<file path="config.mk">
export PLATFORM = sky130hd
export DESIGN_NAME = mux_feed_arbiter_flat
export DESIGN_NICKNAME = d
export VERILOG_FILES = /design/src/rtl/mux_feed_arbiter_if.sv /design/src/rtl/mux_feed_arbiter.sv /design/src/flat_wrapper.sv
export SDC_FILE = /design/constraint.sdc
export NUM_CORES = 1
export LEC_CHECK = 0
export CAP_MARGIN = 30
export CELL_PAD_IN_SITES_DETAIL_PLACEMENT = 0
export CELL_PAD_IN_SITES_GLOBAL_PLACEMENT = 2
export CORE_UTILIZATION = 38
export DETAILED_ROUTE_END_ITERATION = 10
export PLACE_DENSITY = 0.79
export SETUP_SLACK_MARGIN = 0.15
export SYNTH_ARGS = -nofsm -noshare
export SYNTH_HDL_FRONTEND = slang
export SYNTH_SLANG_ARGS = --single-unit
</file>
<file path="constraint.sdc">
create_clock -name clk -period 4.9 [get_ports clk]
set_input_delay 0.98 -clock clk [delete_from_list [all_inputs] [get_ports clk]]
set_output_delay 0.98 -clock clk [all_outputs]
set_load 0.02 [all_outputs]
</file>
<file path="src/rtl/mux_feed_arbiter_if.sv">
// Bundles the two producer channels, the stall control and the registered mux-drive outputs.
// master = producer/controller side, slave = mux_feed_arbiter.
interface mux_feed_arbiter_if #(
  parameter int WIDTH = 4,
  parameter int CW    = 3
);
  logic [WIDTH-1:0] a_data;
  logic             a_valid;
  logic             a_ready;
  logic [WIDTH-1:0] b_data;
  logic             b_valid;
  logic             b_ready;
  logic             stall;
  logic [WIDTH-1:0] a_out;
  logic [WIDTH-1:0] b_out;
  logic             sel_out;
  logic             out_valid;
  logic [CW-1:0]    a_count;
  logic [CW-1:0]    b_count;

  modport master (
    output a_data, a_valid, b_data, b_valid, stall,
    input  a_ready, b_ready, a_out, b_out, sel_out, out_valid, a_count, b_count
  );

  modport slave (
    input  a_data, a_valid, b_data, b_valid, stall,
    output a_ready, b_ready, a_out, b_out, sel_out, out_valid, a_count, b_count
  );
endinterface

</file>
<file path="src/rtl/mux_feed_arbiter.sv">
// Two-channel FIFO feeder for a registered 2:1 mux: buffers producers A and B and
// round-robin drains them onto the mux a/b/sel inputs, one word per cycle.
module mux_feed_arbiter #(
  parameter int WIDTH = 4,
  parameter int DEPTH = 4,
  parameter int CW    = $clog2(DEPTH) + 1
) (
  input logic            clk,
  input logic            rst_n,
  mux_feed_arbiter_if.slave bus
);
  localparam int PW = $clog2(DEPTH);

  typedef enum logic {
    GRANT_A = 1'b0,
    GRANT_B = 1'b1
  } grant_e;

  // Channel 0 = A, channel 1 = B.
  logic [WIDTH-1:0] ch_data  [2];
  logic [WIDTH-1:0] ch_head  [2];
  logic [CW-1:0]    ch_count [2];
  logic [1:0]       ch_valid;
  logic [1:0]       ch_ready;
  logic [1:0]       ch_elig;
  logic [1:0]       ch_pop;

  assign ch_data[0]  = bus.a_data;
  assign ch_data[1]  = bus.b_data;
  assign ch_valid[0] = bus.a_valid;
  assign ch_valid[1] = bus.b_valid;

  generate
    for (genvar gi = 0; gi < 2; gi++) begin : g_fifo
      logic [WIDTH-1:0] mem [DEPTH];
      logic [PW-1:0]    wr_ptr_q, wr_ptr_d;
      logic [PW-1:0]    rd_ptr_q, rd_ptr_d;
      logic [CW-1:0]    count_q, count_d;
      logic             push;

      // Ready looks only at stored occupancy: a full FIFO refuses a push even while popping.
      assign ch_ready[gi] = rst_n & (count_q != CW'(DEPTH));
      assign push         = ch_valid[gi] & ch_ready[gi];
      assign ch_elig[gi]  = (count_q != '0) & ~bus.stall;
      assign ch_head[gi]  = mem[rd_ptr_q];
      assign ch_count[gi] = count_q;

      always_comb begin
        wr_ptr_d = wr_ptr_q;
        rd_ptr_d = rd_ptr_q;
        count_d  = count_q;
        if (push)       wr_ptr_d = wr_ptr_q + 1'b1;
        if (ch_pop[gi]) rd_ptr_d = rd_ptr_q + 1'b1;
        case ({push, ch_pop[gi]})
          2'b10:   count_d = count_q + 1'b1;
          2'b01:   count_d = count_q - 1'b1;
          default: count_d = count_q;
        endcase
      end

      always_ff @(posedge clk or negedge rst_n) begin
        if (!rst_n) begin
          wr_ptr_q <= '0;
          rd_ptr_q <= '0;
          count_q  <= '0;
        end else begin
          wr_ptr_q <= wr_ptr_d;
          rd_ptr_q <= rd_ptr_d;
          count_q  <= count_d;
        end
      end

      // Storage needs no reset; the pointers and count make old contents unreachable.
      always_ff @(posedge clk) begin
        if (push) mem[wr_ptr_q] <= ch_data[gi];
      end
    end
  endgenerate

  grant_e           last_grant_q, last_grant_d;
  logic [WIDTH-1:0] a_out_q, a_out_d;
  logic [WIDTH-1:0] b_out_q, b_out_d;
  logic             sel_q, sel_d;
  logic             out_valid_q, out_valid_d;
  logic             grant_a, grant_b;

  always_comb begin
    a_out_d      = a_out_q;
    b_out_d      = b_out_q;
    sel_d        = sel_q;
    out_valid_d  = 1'b0;
    last_grant_d = last_grant_q;
    // A wins contention unless it was the most recent grantee.
    grant_a = ch_elig[0] & (~ch_elig[1] | (last_grant_q == GRANT_B));
    grant_b = ch_elig[1] & ~grant_a;
    ch_pop  = {grant_b, grant_a};
    if (grant_a) begin
      a_out_d      = ch_head[0];
      sel_d        = 1'b0;
      out_valid_d  = 1'b1;
      last_grant_d = GRANT_A;
    end else if (grant_b) begin
      b_out_d      = ch_head[1];
      sel_d        = 1'b1;
      out_valid_d  = 1'b1;
      last_grant_d = GRANT_B;
    end
  end

  always_ff @(posedge clk or negedge rst_n) begin
    if (!rst_n) begin
      a_out_q      <= '0;
      b_out_q      <= '0;
      sel_q        <= 1'b0;
      out_valid_q  <= 1'b0;
      last_grant_q <= GRANT_B;
    end else begin
      a_out_q      <= a_out_d;
      b_out_q      <= b_out_d;
      sel_q        <= sel_d;
      out_valid_q  <= out_valid_d;
      last_grant_q <= last_grant_d;
    end
  end

  assign bus.a_ready   = ch_ready[0];
  assign bus.b_ready   = ch_ready[1];
  assign bus.a_count   = ch_count[0];
  assign bus.b_count   = ch_count[1];
  assign bus.a_out     = a_out_q;
  assign bus.b_out     = b_out_q;
  assign bus.sel_out   = sel_q;
  assign bus.out_valid = out_valid_q;
endmodule

</file>
<file path="src/flat_wrapper.sv">
// flat-port wrapper written by rule: the top's interface ports become plain ports
module mux_feed_arbiter_flat 
#(
  parameter int WIDTH = 4,
  parameter int DEPTH = 4,
  parameter int CW    = $clog2(DEPTH) + 1
)
  (clk, rst_n, bus_a_data, bus_a_valid, bus_b_data, bus_b_valid, bus_stall, bus_a_ready, bus_b_ready, bus_a_out, bus_b_out, bus_sel_out, bus_out_valid, bus_a_count, bus_b_count);
  mux_feed_arbiter_if #(.WIDTH(WIDTH), .CW(CW)) bus_i ();
  input logic clk;
  input logic rst_n;
  input wire logic [$bits(bus_i.a_data)-1:0] bus_a_data;
  input wire logic [$bits(bus_i.a_valid)-1:0] bus_a_valid;
  input wire logic [$bits(bus_i.b_data)-1:0] bus_b_data;
  input wire logic [$bits(bus_i.b_valid)-1:0] bus_b_valid;
  input wire logic [$bits(bus_i.stall)-1:0] bus_stall;
  output wire logic [$bits(bus_i.a_ready)-1:0] bus_a_ready;
  output wire logic [$bits(bus_i.b_ready)-1:0] bus_b_ready;
  output wire logic [$bits(bus_i.a_out)-1:0] bus_a_out;
  output wire logic [$bits(bus_i.b_out)-1:0] bus_b_out;
  output wire logic [$bits(bus_i.sel_out)-1:0] bus_sel_out;
  output wire logic [$bits(bus_i.out_valid)-1:0] bus_out_valid;
  output wire logic [$bits(bus_i.a_count)-1:0] bus_a_count;
  output wire logic [$bits(bus_i.b_count)-1:0] bus_b_count;
  assign bus_i.a_data = bus_a_data;
  assign bus_i.a_valid = bus_a_valid;
  assign bus_i.b_data = bus_b_data;
  assign bus_i.b_valid = bus_b_valid;
  assign bus_i.stall = bus_stall;
  assign bus_a_ready = bus_i.a_ready;
  assign bus_b_ready = bus_i.b_ready;
  assign bus_a_out = bus_i.a_out;
  assign bus_b_out = bus_i.b_out;
  assign bus_sel_out = bus_i.sel_out;
  assign bus_out_valid = bus_i.out_valid;
  assign bus_a_count = bus_i.a_count;
  assign bus_b_count = bus_i.b_count;
  mux_feed_arbiter #(.WIDTH(WIDTH), .DEPTH(DEPTH), .CW(CW)) u_core (.clk(clk), .rst_n(rst_n), .bus(bus_i));
endmodule
</file>
Word-level counts from Yosys, hierarchy flattened
Memory sizes are Yosys's and may differ from the RTL's. A register that Yosys moved wholly into a read port is not among the register bits.
Cells that the tools add are included.
{"block": "totals", "output_inout_bits": 18, "mem_bits_ro": 0, "wordCells": 55, "ramBits": 32, "reg_bits": 17, "input_bits": 13, "n_memories": 2, "latch_bits": 0}
{"memory": "u_core.g_fifo[0].mem", "depth": 4, "width": 4, "rd": 1, "rd_ports_with_merged_regs": 1, "wr": 1, "line_no": "mux_feed_arbiter.sv:35", "rtl": "logic [WIDTH-1:0] mem [DEPTH];"}
{"memory": "u_core.g_fifo[1].mem", "depth": 4, "width": 4, "rd": 1, "rd_ports_with_merged_regs": 1, "wr": 1, "line_no": "mux_feed_arbiter.sv:35"}
{"block": "classes", "addsub": 8, "n_mux": 10, "shifts": 0, "eq_ne": 6, "n_bitwise": 12, "mul": 0, "div_mod_pow": 0, "n_reduce_logical": 8, "n_lt_le_gt_ge": 0}
{"op": "$pmux W3 S2", "count": 2}
{"op": "$add A2 B1 Y2 const B", "count": 4}
{"op": "$and A1 B1 Y1", "count": 8}
{"op": "$mux W1", "count": 8}
{"op": "$add A3 B1 Y3 const B", "count": 2}
{"op": "$ne A3 B3 Y1 const B", "count": 2}
{"op": "$reduce_bool A2 Y1", "count": 3}
{"op": "$reduce_bool A3 Y1", "count": 2}
{"op": "$sub A3 B1 Y3 const B", "count": 2}
{"op": "$eq A2 B1 Y1 const B", "count": 2}
{"op": "$eq A2 B2 Y1 const B", "count": 2}
{"op": "$not A1 Y1", "count": 3}
{"op": "$logic_not A1 Y1", "count": 2}
{"op": "$reduce_and A2 Y1", "count": 1}
{"op": "$or A1 B1 Y1", "count": 1}

Depth between registers and ports, before layout
Gate-level depths: netlist of the first run.
{"block": "depth", "word_depth": 9, "depth_mapped": 10}

Worst setup path before layout of the first run
No wires, ideal clock.
{"block": "synth_timing", "path_type": "in2reg", "startpoint": "in bus_stall", "endpoint": "reg u_core.g_fifo[1].count_q[2], in the netlist u_core.bus.b_count[2]", "t_arrival_ps": 2448, "stages": 8, "t_required_ps": 4820, "slack_ps": 2372, "path_cell_list": "clkbuf_1 nor3_4 ha_1 inv_1 fa_1 xor2_1 nor2_1 xnor2_1"}
{"block": "synth_between", "elab_chain_cells": 9, "word_cells_on_any_way": 12, "cone_classes": "eq/ne: 2; mux: 1; bitwise: 8; reduce/logical: 1"}
{"item": "start, declared", "line_no": "flat_wrapper.sv:16", "rtl": "input wire logic [$bits(bus_i.stall)-1:0] bus_stall;"}
{"item": "$not A1 Y1 *", "line_no": "mux_feed_arbiter.sv:44", "rtl": "assign ch_elig[gi] = (count_q != '0) & ~bus.stall;"}
{"item": "$and A1 B1 Y1", "line_no": "mux_feed_arbiter.sv:44"}
{"item": "$not A1 Y1", "line_no": "mux_feed_arbiter.sv:94", "rtl": "grant_a = ch_elig[0] & (~ch_elig[1] | (last_grant_q == GRANT_B));"}
{"item": "$or A1 B1 Y1", "line_no": "mux_feed_arbiter.sv:94"}
{"item": "$and A1 B1 Y1", "line_no": "mux_feed_arbiter.sv:94"}
{"item": "$not A1 Y1", "line_no": "mux_feed_arbiter.sv:95", "rtl": "grant_b = ch_elig[1] & ~grant_a;"}
{"item": "$and A1 B1 Y1 *", "line_no": "mux_feed_arbiter.sv:95"}
{"item": "net u_core.grant_b", "line_no": "mux_feed_arbiter.sv:85", "rtl": "logic grant_a, grant_b;"}
{"item": "$eq A2 B1 Y1 / $eq A2 B2 Y1 (equally long branches)", "line_no": "mux_feed_arbiter.sv:54", "rtl": "case ({push, ch_pop[gi]})"}
{"item": "$pmux W3 S2 / $reduce_bool A2 Y1 (equally long branches)"}
{"item": "end signal, assigned", "line_no": "mux_feed_arbiter.sv:69", "rtl": "count_q <= count_d;"}
{"item": "end, declared", "line_no": "mux_feed_arbiter.sv:38", "rtl": "logic [CW-1:0] count_q, count_d;"}
Mark *: on every way through the listed nets, which the timed path passes. The rest lies on a longest branch.
A chain may end at the register's enable or synchronous reset.

Worst setup path in the final report of the first run
{"block": "layout_timing", "startpoint": "in rst_n", "endpoint": "out bus_b_ready"}
{"block": "layout_between", "elab_chain_cells": 1}
{"item": "start, declared", "line_no": "flat_wrapper.sv:11", "rtl": "input logic rst_n;"}
{"item": "$and A1 B1 Y1", "line_no": "mux_feed_arbiter.sv:42", "rtl": "assign ch_ready[gi] = rst_n & (count_q != CW'(DEPTH));"}
{"item": "end, declared", "line_no": "flat_wrapper.sv:18", "rtl": "output wire logic [$bits(bus_i.b_ready)-1:0] bus_b_ready;"}
No other way between the ends.

==> impl_results.md, run 1 <==
* Critical path endpoint category: primary output
* CTS tree: built
* Antenna diode count at 0
* Cell variety after synth at 31
* Antenna-violating nets left at 0
* Slew Limit Fails at 0
* Register clock-pin slew on the reported worst setup and hold paths at 60 ps
* RSZ-0062 raised after global routing: false
* Critical path peak fanout at 3
* Internal cell power at ~1200 uW
* Endpoints failing setup at 0
* Setup WS pre-CTS at between 1500 and 2000 ps
* Root Buffer: clkbuf_8
* Commonest cells post-synth: edfxtp_1 (32), dfrtp_1 (24), inv_1 (16)
* Crit path from: rst_n
* Main flop type after synthesis: edfxtp_1
* Fin Hold WS at 491.7 ps
* Measured slew at the worst slew-check pin at just over 400 ps
* Synth Warn # at 0
* DPL Wire Length at approximately 2800 um
* Drt first pass iters at 4
* R2R depth at 9
* Area Overhead vs Synth at 22.46%
* GRT Resource Usage Total at 0.1345
* Die span in x at 82.68 um
* CP Cell Sequence: clkdlybuf4s50_1, o31a_1, clkdlybuf4s50_1
* Initial antenna violation count at 0
* Most frequent CP cell: clkdlybuf4s50_1
* FF-to-FF Start: u_core.bus.b_count[1]
* Core area at 0.006314 mm2
* Fin Setup TNS at 0 ps
* Nature of the critical path startpoint: input port
* Io pins at 31
* Fin Clk Skew at 7.514 ps
* CP arrival at 2290 ps
* R2R Path End: u_core.bus.a_count[2]
* Cell count along the critical path at 3
* #FFs+latches synth at 57
* Nets at ~210
* Worst path slowest cell: clkdlybuf4s50_1
* Layout cells sized above 1 at 0.1875
* Worst min path class: reg2reg
* IO Port Bufs at 30
* Slew HR at 0.7220
* Post-CTS setup buffer count at 0
* Avg Inst Size Synth at approximately 17 um2
* Via density at between 4 and 5
* Leading area contributor after synthesis: edfxtp_1
* Number of CTS-inserted buffers at 9
* Kind of critical path: in2out
* Residual DRC at 0
* Combinational group share of total power at 0.377
* Num rows at 29
* Async S/R FF share, synth at 0.4386
* Crit path largest cell delay at 600 ps
* Core Util, Final at 0.4798
* Static Leakage at 0.001177 uW
* Die height at between 80 and 90 um
* Post-CTS Hold Fix Bufs at 0
* Number of enable flip-flop cells after synthesis at 32
* Post-Route WL at 3925 um
* Vias in the first global route at 1339
* Mapped Cells at 148
* Synth Cell Area at approximately 0.0025 mm2
* Final Critical Period at 3270 ps
* Max VDD drop at ~320 uV
* Outcome: finished clean
* Most common cell in the netlist: edfxtp_1
* Power share of the sequential group at 0.428
* Average routed wire per standard cell at 14.59 um
* Synth area leaders: edfxtp_1 (39%), dfrtp_1 (24%), mux4_2 (7.3%), ha_1 (5.1%), xnor2_1 (2.8%)
* Power per cell area at 609.1 mW/mm2
* Final worst-path cycle share at 0.6674
* Die area at a little under 0.007 mm2
* P_sw at between 600 and 700 uW
* RD Place Congestion at about 0.83
* Syn_nets at approximately 170
* Seq/Total Area, Yosys at 0.6419
* Critical Path End: bus_b_ready
* Routed via count at 1294
* Final hold violation count at 0
* Starting Density at 0.3918
* Max Freq at between 300 and 400 MHz
* Largest net degree at the start of global routing at 28
* Clock group share of total power at 0.195
* Clock Sinks at 57
* Required @ worst endpoint at between 3000 and 4000 ps
* Max-cap violations at 0
* Final worst slack at ~1600 ps
* R2r setup slk at between 2000 and 3000 ps
* CP delay by family, top: buffers and inverters
* H-tree depth at 3
* Grt total ovfl at 0
* WP buf/inv at 2
* 1st-iter DRT viols at 110
* Worst skew pair latency at ~330 ps
* Cts repair resizes at 0
* Clock buffer depth at 2
* Synth top area share at 0.3885
* Sw Share at 0.3364
* First-pass GRT wire length at between 6000 and 7000 um
## area by class of cell
class                   instances  area, um2
flip-flops and latches         57       1588
inverters                      16      60.06
clock buffers                  12      145.1
well taps                      77      96.34
fillers                       553       3284
repair buffers                 31      307.8
clock inverters                 4      20.02
multi-input cells              72      812.0
## layout by cell type (no fill, tap or decap), types with 2 or more instances in the layout
cell type / n
ha_1: 10
xnor2_1: 8
o31a_1: 3
nor2_1: 3
clkinv_2: 4
o311a_1: 2
and2_1: 8
clkbuf_8: 10
fa_1: 2
edfxtp_1: 32
dfrtp_1: 24
clkbuf_1: 2
clkdlybuf4s50_1: 30
nor3_4: 2
xor2_1: 4
mux4_2: 8
o21ai_0: 2
mux2_2: 5
mux2_4: 4
inv_1: 16
## worst min-delay path by stage
stage / start / endpoint / slack, ps / cells past startpoint
2_1_floorplan: u_core.g_fifo[0].wr_ptr_q[1] / u_core.g_fifo[0].wr_ptr_q[1] / 510 / 1
3_3_place_gp: u_core.bus.sel_out / u_core.bus.sel_out / 470 / 1
3_5_place_dp: u_core.bus.sel_out / u_core.bus.sel_out / 490 / 1
4_1_cts: u_core.bus.sel_out / u_core.bus.sel_out / 500 / 1
5_1_grt: u_core.bus.sel_out / u_core.bus.sel_out / 520 / 1
6_report: u_core.bus.sel_out / u_core.bus.sel_out / 490 / 1
## registers in the layout, indices dropped and copies added (netlist names)
signal / flops
u_core.bus.sel_out: 1
u_core.g_fifo.wr_ptr_q: 4
u_core.bus.b_out: 4
u_core.g_fifo.rd_ptr_q: 4
u_core.g_fifo.mem: 32
u_core.last_grant_q: 1
u_core.bus.a_count: 3
u_core.bus.b_count: 3
u_core.bus.a_out: 4
u_core.bus.out_valid: 1
## power by group through the flow
| stage | registers [uW] | logic, uW | clock network [uW] |
|---|---|---|---|
| after floorplan | 831 | 429 | 0 |
| after global placement | 791 | 683 | 0 |
| after detailed placement | 802 | 702 | 0 |
| after CTS | 794 | 707 | 371 |
| after global routing | 814 | 771 | 392 |
| final | 789 | 696 | 359 |
## metal layers
layer,share of wire,vias up,routed length [um],GRT usage
met5,0,-,0,0
met4,0.026,0,104,0.08276
met3,0.049,10,194,0.05055
met2,0.47,38,1858,0.2025
met1,0.45,632,1767,0.1631
li1,-,614,-,-
## worst register-to-register path, stage by stage, from the launching register on
cell and delay, ps:
dfrtp_1 450, nor3_4 430, o211ai_4 210, inv_1 110, ha_1 200, inv_1 60, fa_1 370, xor2_1 150
nor2_1 110, xnor2_1 120
## stage by stage
step                      std cells  area (um2)  total power (uW)
after floorplan                 148        2474              1260
after CTS                       269        3029              1872
final                           269        3029              1845
after global routing            269        3029              1977
after detailed placement        253        2864              1505
after global placement          253        2864              1473
## kinds of logic (layout without fill, tap and decap cells)
group	count (synthesis)	after routing	share of synthesized area
flops	57	57	0.6419
buf+inv	19	63	0.02984
compound gates	12	12	0.04300
xor+xnor	12	12	0.04249
simple gates	17	17	0.04755
mux	19	19	0.1285
fa+ha+maj	12	12	0.06677
Note: power is estimated with default switching activity, not from simulation.
==> run 2, diff against run 1 <==
--- a/config.mk
+++ b/config.mk
@@ -8,7 +8,7 @@
 export CAP_MARGIN = 30
 export CELL_PAD_IN_SITES_DETAIL_PLACEMENT = 0
 export CELL_PAD_IN_SITES_GLOBAL_PLACEMENT = 2
-export CORE_UTILIZATION = 38
+export CORE_UTILIZATION = 36
 export DETAILED_ROUTE_END_ITERATION = 10
 export PLACE_DENSITY = 0.79
 export SETUP_SLACK_MARGIN = 0.15
==> constraint.sdc (replaced) <==
create_clock -name clk -period 2.8 [get_ports clk]
set_input_delay 0.56 -clock clk [delete_from_list [all_inputs] [get_ports clk]]
set_output_delay 0.56 -clock clk [all_outputs]
set_load 0.02 [all_outputs]
==> run 2 against run 1 <==
  * Clock skew increased by 0.67 ps
  * Setup slack got worse by 1400 ps
  * Sequential share of layout area down 1.5 points
  * Flip-flop and latch count is the same
  * Global-route usage down 0.91 points
  * Largest cell class unchanged
  * Count of clock-buffer cells in the layout shrank 2
  * Clock power grew 130%
  * Combinational power grew 80%
  * Register-to-register slack got worse by 1900 ps
  * First-iteration DRC count down 18%
  * Largest power group unchanged
  * Utilization is 0.066 points higher
==> impl_results.md, run 2 (same netlist as run 1, synthesis figures left out) <==
* Outcome: finished clean
* Nets at about 220
* Post-route insts no fill at 274
* Area of the multi-input gates at a little over 800 um2
* Core area at between 0.006 and 0.007 mm2
* RSZ-0062 raised after global routing: false
* CP delay by family, top: buffers and inverters
* Static Leakage at 0.001223 uW
* Max Freq at 395.3 MHz
* FF/Latch Area at roughly 0.0016 mm2
* Root Buffer: clkbuf_8
* Dpl cells at ~260
* Clock group share of total power at 0.239
* Max VDD drop at around 450 uV
* P_sw at around 1100 uW
* Power per cell area at 1109 mW/mm2
* Commonest non-fill, non-tap cell in the layout: edfxtp_1
* Commonest non-fill, non-tap cells in the layout: edfxtp_1 (32), clkdlybuf4s50_1 (30), dfrtp_1 (24), inv_1 (16)
* Worst skew pair latency at 330 ps
* Clock buffer depth at 2
* CP Cell Sequence: clkdlybuf4s50_1, o31a_1, clkdlybuf4s50_1
* Sw Share at 0.3232
* RD Place Congestion at ~0.74
* Final hold violation count at 0
* Die height at around 85 um
* Slew Limit Fails at 0
* Crit path largest cell delay at between 600 and 700 ps
* Initial antenna violation count at 0
* Kind of critical path: in2out
* Area Overhead vs Synth at 26.15%
* Final Critical Period at about 2500 ps
* Antenna-violating nets left at 0
* Largest net degree at the start of global routing at 17
* CTS tree: built
* Combinational group share of total power at 0.361
* Antenna diode count at 0
* Num rows at 29
* Io pins at 31
* Layout cells sized above 1 at 0.2132
* H-tree depth at 3
* 1st-iter DRT viols at 90
* Starting Density at 0.3809
* Die area at between 0.007 and 0.008 mm2
* Max reg flops at 32
* Slew HR at 0.7717
* Core Util, Final at 0.4804
* Most frequent CP cell: clkdlybuf4s50_1
* Die span in x at 84.89 um
* Routed via count at ~1300
* Endpoints failing setup at 0
* Fin Clk Skew at 8.183 ps
* CP arrival at around 2000 ps
* Final worst-path cycle share at 0.9034
* Power share of the sequential group at 0.400
* DPL Wire Length at 3009 um
* Post-CTS Hold Fix Bufs at 0
* Internal cell power at around 2300 uW
* Final worst slack at about 270 ps
* Worst path slowest cell: clkdlybuf4s50_1
* Max-cap violations at 0
* WP buf/inv at 2
* Clock Sinks at 57
* IO Port Bufs at 30
* Worst min path class: in2async
* Post-Route WL at 3988 um
* Grt total ovfl at 0
* GRT Resource Usage Total at 0.1255
* Fillers at between 500 and 600
* Residual DRC at 0
* Largest Register: u_core.g_fifo.mem
* Number of CTS-inserted buffers at 9
* Register clock-pin slew on the reported worst setup and hold paths at ~60 ps
* Setup WS pre-CTS at ~190 ps
* Vias in the first global route at between 1000 and 1500
* Fin Setup TNS at 0 ps
* Nature of the critical path startpoint: input port
* Post-CTS setup buffer count at 0
* Required @ worst endpoint at ~2200 ps
* Measured slew at the worst slew-check pin at 340.8 ps
* Total power at about 3500 uW
* First-pass GRT wire length at about 6700 um
* Cts repair resizes at 0
* Drt first pass iters at 6
* Critical path peak fanout at 7
* Via density at roughly 4.8
* Average routed wire per standard cell at roughly 15 um
* Critical path endpoint category: primary output
[run 2: area by class of cell]
type                    count  area share
repair buffers             36      0.1107
clock buffers              10     0.04411
well taps                  77     0.03087
multi-input cells          72      0.2602
clock inverters             6     0.02606
flip-flops and latches     57      0.5088
inverters                  16     0.01925
[run 2: power by group through the flow]
stage                     clock network [uW]  logic [uW]  registers [uW]
after detailed placement                   0        1260            1410
after floorplan                            0         751            1450
after global routing                     893        1360            1430
after CTS                                852        1270            1390
final                                    829        1250            1380
after global placement                     0        1220            1390
[run 2: path summary, 6_finish.rpt]
kind                                  startpoint               endpoint  slack (ps)  cells after the start
min in group clk             u_core.bus.b_out[0]    u_core.bus.b_out[0]         500                      1
setup / recovery                           rst_n            bus_b_ready         270                      3
setup reg to reg           u_core.bus.a_count[1]  u_core.bus.a_count[1]         710                      7
hold reg to reg              u_core.bus.b_out[0]    u_core.bus.b_out[0]         500                      1
max in group asynchronous                  rst_n    u_core.bus.b_out[0]        1830                      2
hold / removal                             rst_n  u_core.bus.b_count[1]         470                      1
[run 2: through the flow]
stage	hold slack, ps	area, um2
CTS	460.1	3120
global route	457.4	3120
global placement	489.2	2902
floorplan	264.4	2474
finish	468.0	3120
detailed placement	493.4	2902
[run 2: routing by layer]
metal / vias up / global-route usage / part of all wire
li1: 627 / - / -
met1: 643 / 0.1614 / 0.46
met2: 28 / 0.1944 / 0.49
met3: 7 / 0.03405 / 0.035
met4: 0 / 0.06934 / 0.020
met5: - / 0 / 0
==> run 3, diff against run 2 <==
--- a/config.mk
+++ b/config.mk
@@ -8,9 +8,11 @@
 export CAP_MARGIN = 30
 export CELL_PAD_IN_SITES_DETAIL_PLACEMENT = 0
 export CELL_PAD_IN_SITES_GLOBAL_PLACEMENT = 2
-export CORE_UTILIZATION = 36
+export CORE_UTILIZATION = 38
+export CTS_BUF_LIST = sky130_fd_sc_hd__clkbuf_4 sky130_fd_sc_hd__clkbuf_8
 export DETAILED_ROUTE_END_ITERATION = 10
-export PLACE_DENSITY = 0.79
+export MAX_ROUTING_LAYER = met4
+export PLACE_DENSITY = 0.82
 export SETUP_SLACK_MARGIN = 0.15
 export SYNTH_ARGS = -nofsm -noshare
 export SYNTH_HDL_FRONTEND = slang
==> run 3 against run 2 <==
  * Utilization increased by 0.71 points
  * Die area decreased by 5.1%
  * Maximum frequency decreased by 2.3%
  * Clock power decreased by 25%
  * First-iteration DRC count increased by 5.6%
  * Combinational power about the same
  * Worst hold slack improved by 25 ps
  * Sequential power about the same
  * Global-route usage increased by 2.7 points
  * Wire length increased by 5.2%
==> impl_results.md, run 3 (same netlist as run 1, synthesis figures left out) <==
* Outcome: finished clean
* Max-cap violations at 0
* Grt total ovfl at 0
* Cts repair resizes at 0
* Commonest non-fill, non-tap cells in the layout: edfxtp_1 (32), clkdlybuf4s50_1 (30), dfrtp_1 (24), inv_1 (16), ha_1 (10)
* Slew HR at 0.7433
* GRT Resource Usage Total at 0.1529
* Cell area after layout at around 0.003 mm2
* Register clock-pin slew on the reported worst setup and hold paths at 60 ps
* Critical path endpoint category: primary output
* Average routed wire per standard cell at between 15 and 20 um
* RD Place Congestion at a little over 0.7
* Critical path peak fanout at 6
* Worst path slowest cell: clkdlybuf4s50_1
* Via density at 4.793
* Worst min path class: reg2reg
* Io pins at 31
* Core area at roughly 0.0063 mm2
* Clock buffer depth at 2
* Post-CTS setup buffer count at 0
* CP Cell Sequence: clkdlybuf4s50_1, o31a_1, clkdlybuf4s50_1
* Starting Density at 0.3918
* Placed instance area at slightly below 0.003 mm2
* Max VDD drop at roughly 490 uV
* Final hold violation count at 0
* Power per cell area at between 1000 and 1500 mW/mm2
* Nets at 219
* Internal cell power at approximately 2200 uW
* Dpl cells at 260
* Combinational group share of total power at 0.384
* Die span in x at 82.68 um
* DPL Wire Length at 3145 um
* Vias in the first global route at about 1500
* Kind of critical path: in2out
* Most frequent CP cell: clkdlybuf4s50_1
* Required @ worst endpoint at ~2200 ps
* Endpoints failing setup at 0
* Nature of the critical path startpoint: input port
* Commonest non-fill, non-tap cell in the layout: edfxtp_1
* Fin Clk Skew at between 4 and 5 ps
* Max reg flops at 32
* Measured slew at the worst slew-check pin at around 380 ps
* Crit path largest cell delay at 660 ps
* CP arrival at between 2000 and 2500 ps
* Static Leakage at 0.001211 uW
* Power share of the sequential group at 0.425
* Final Critical Period at roughly 2600 ps
* Drt first pass iters at 4
* Post-Route WL at about 4200 um
* Total power at between 3000 and 4000 uW
* Layout cells sized above 1 at 0.2161
* Largest net degree at the start of global routing at 14
* Worst skew pair latency at approximately 330 ps
* Clock Sinks at 57
* 1st-iter DRT viols at 95
* Residual DRC at 0
* Root Buffer: clkbuf_8
* Clock group share of total power at 0.191
* Antenna diode count at 0
* Final worst-path cycle share at 0.9250
* H-tree depth at 3
* CTS tree: built
* First-pass GRT wire length at between 6000 and 7000 um
* Num rows at 29
* Core Util, Final at 0.4875
* Die area at slightly below 0.007 mm2
* Slew Limit Fails at 0
* Fillers at roughly 560
* Initial antenna violation count at 0
* Largest Register: u_core.g_fifo.mem
* Die height at roughly 83 um
* Antenna-violating nets left at 0
* P_sw at roughly 1100 uW
* Post-route insts no fill at about 280
* Sw Share at 0.3399
* Fin Setup TNS at 0 ps
* IO Port Bufs at 30
* Area Overhead vs Synth at 24.43%
* RSZ-0062 raised after global routing: false
* Post-CTS Hold Fix Bufs at 0
* Max Freq at ~390 MHz
* Routed via count at 1323
* Number of CTS-inserted buffers at 9
==> run 3: layout make-up <==
type                       count  area (um2)  share of cell area
clock buffer                  11       138.9             0.04512
inverter                      16       60.06             0.01951
tap                           77       96.34             0.03130
multi-input combinational     72       812.0              0.2638
timing repair buffer          38       360.3              0.1171
clock inverter                 5       22.52            0.007317
sequential                    57        1588              0.5159
==> run 3: routing by layer <==
| metal | wire length [um] | GRT usage | vias to the layer above |
|---|---|---|---|
| li1 | - | - | 629 |
| met1 | 1838 | 0.1784 | 651 |
| met2 | 2075 | 0.2369 | 36 |
| met3 | 204 | 0.05275 | 7 |
| met4 | 76 | 0.07241 | 0 |
| met5 | 0 | - | - |
==> run 3: power by group through the flow <==
stage | Combinational [uW] | Sequential, uW | Clock [uW]
after detailed placement | 1270 | 1410 | 0
after global routing | 1370 | 1430 | 680
after CTS | 1270 | 1400 | 648
after global placement | 1220 | 1380 | 0
final | 1250 | 1390 | 624
after floorplan | 751 | 1450 | 0
==> run 3: final timing paths <==
check                                           start  depth (start not counted)  slack (ps)                    end
min in group asynchronous                       rst_n                          2         780  u_core.bus.a_count[0]
max in group asynchronous                       rst_n                          2        1800    u_core.last_grant_q
worst max register to register  u_core.bus.a_count[0]                          8         680  u_core.bus.b_count[2]
worst min register to register     u_core.bus.sel_out                          1         490     u_core.bus.sel_out
worst max-delay path                            rst_n                          3         210            bus_b_ready
worst min-delay path               u_core.bus.sel_out                          1         490     u_core.bus.sel_out
==> run 3: stage by stage <==
step	hold WS, ps	setup slack, ps
3_3_place_gp	473.4	172.2
4_1_cts	500.1	194.1
2_1_floorplan	264.4	636.7
6_report	493.1	210.1
5_1_grt	528.2	151.9
3_5_place_dp	486.4	112.5
==> run 3: worst max-delay path: cells and delay by family <==
kind | cells | cell delay (ps)
buf+inv | 2 | 1270
compound gates | 1 | 190
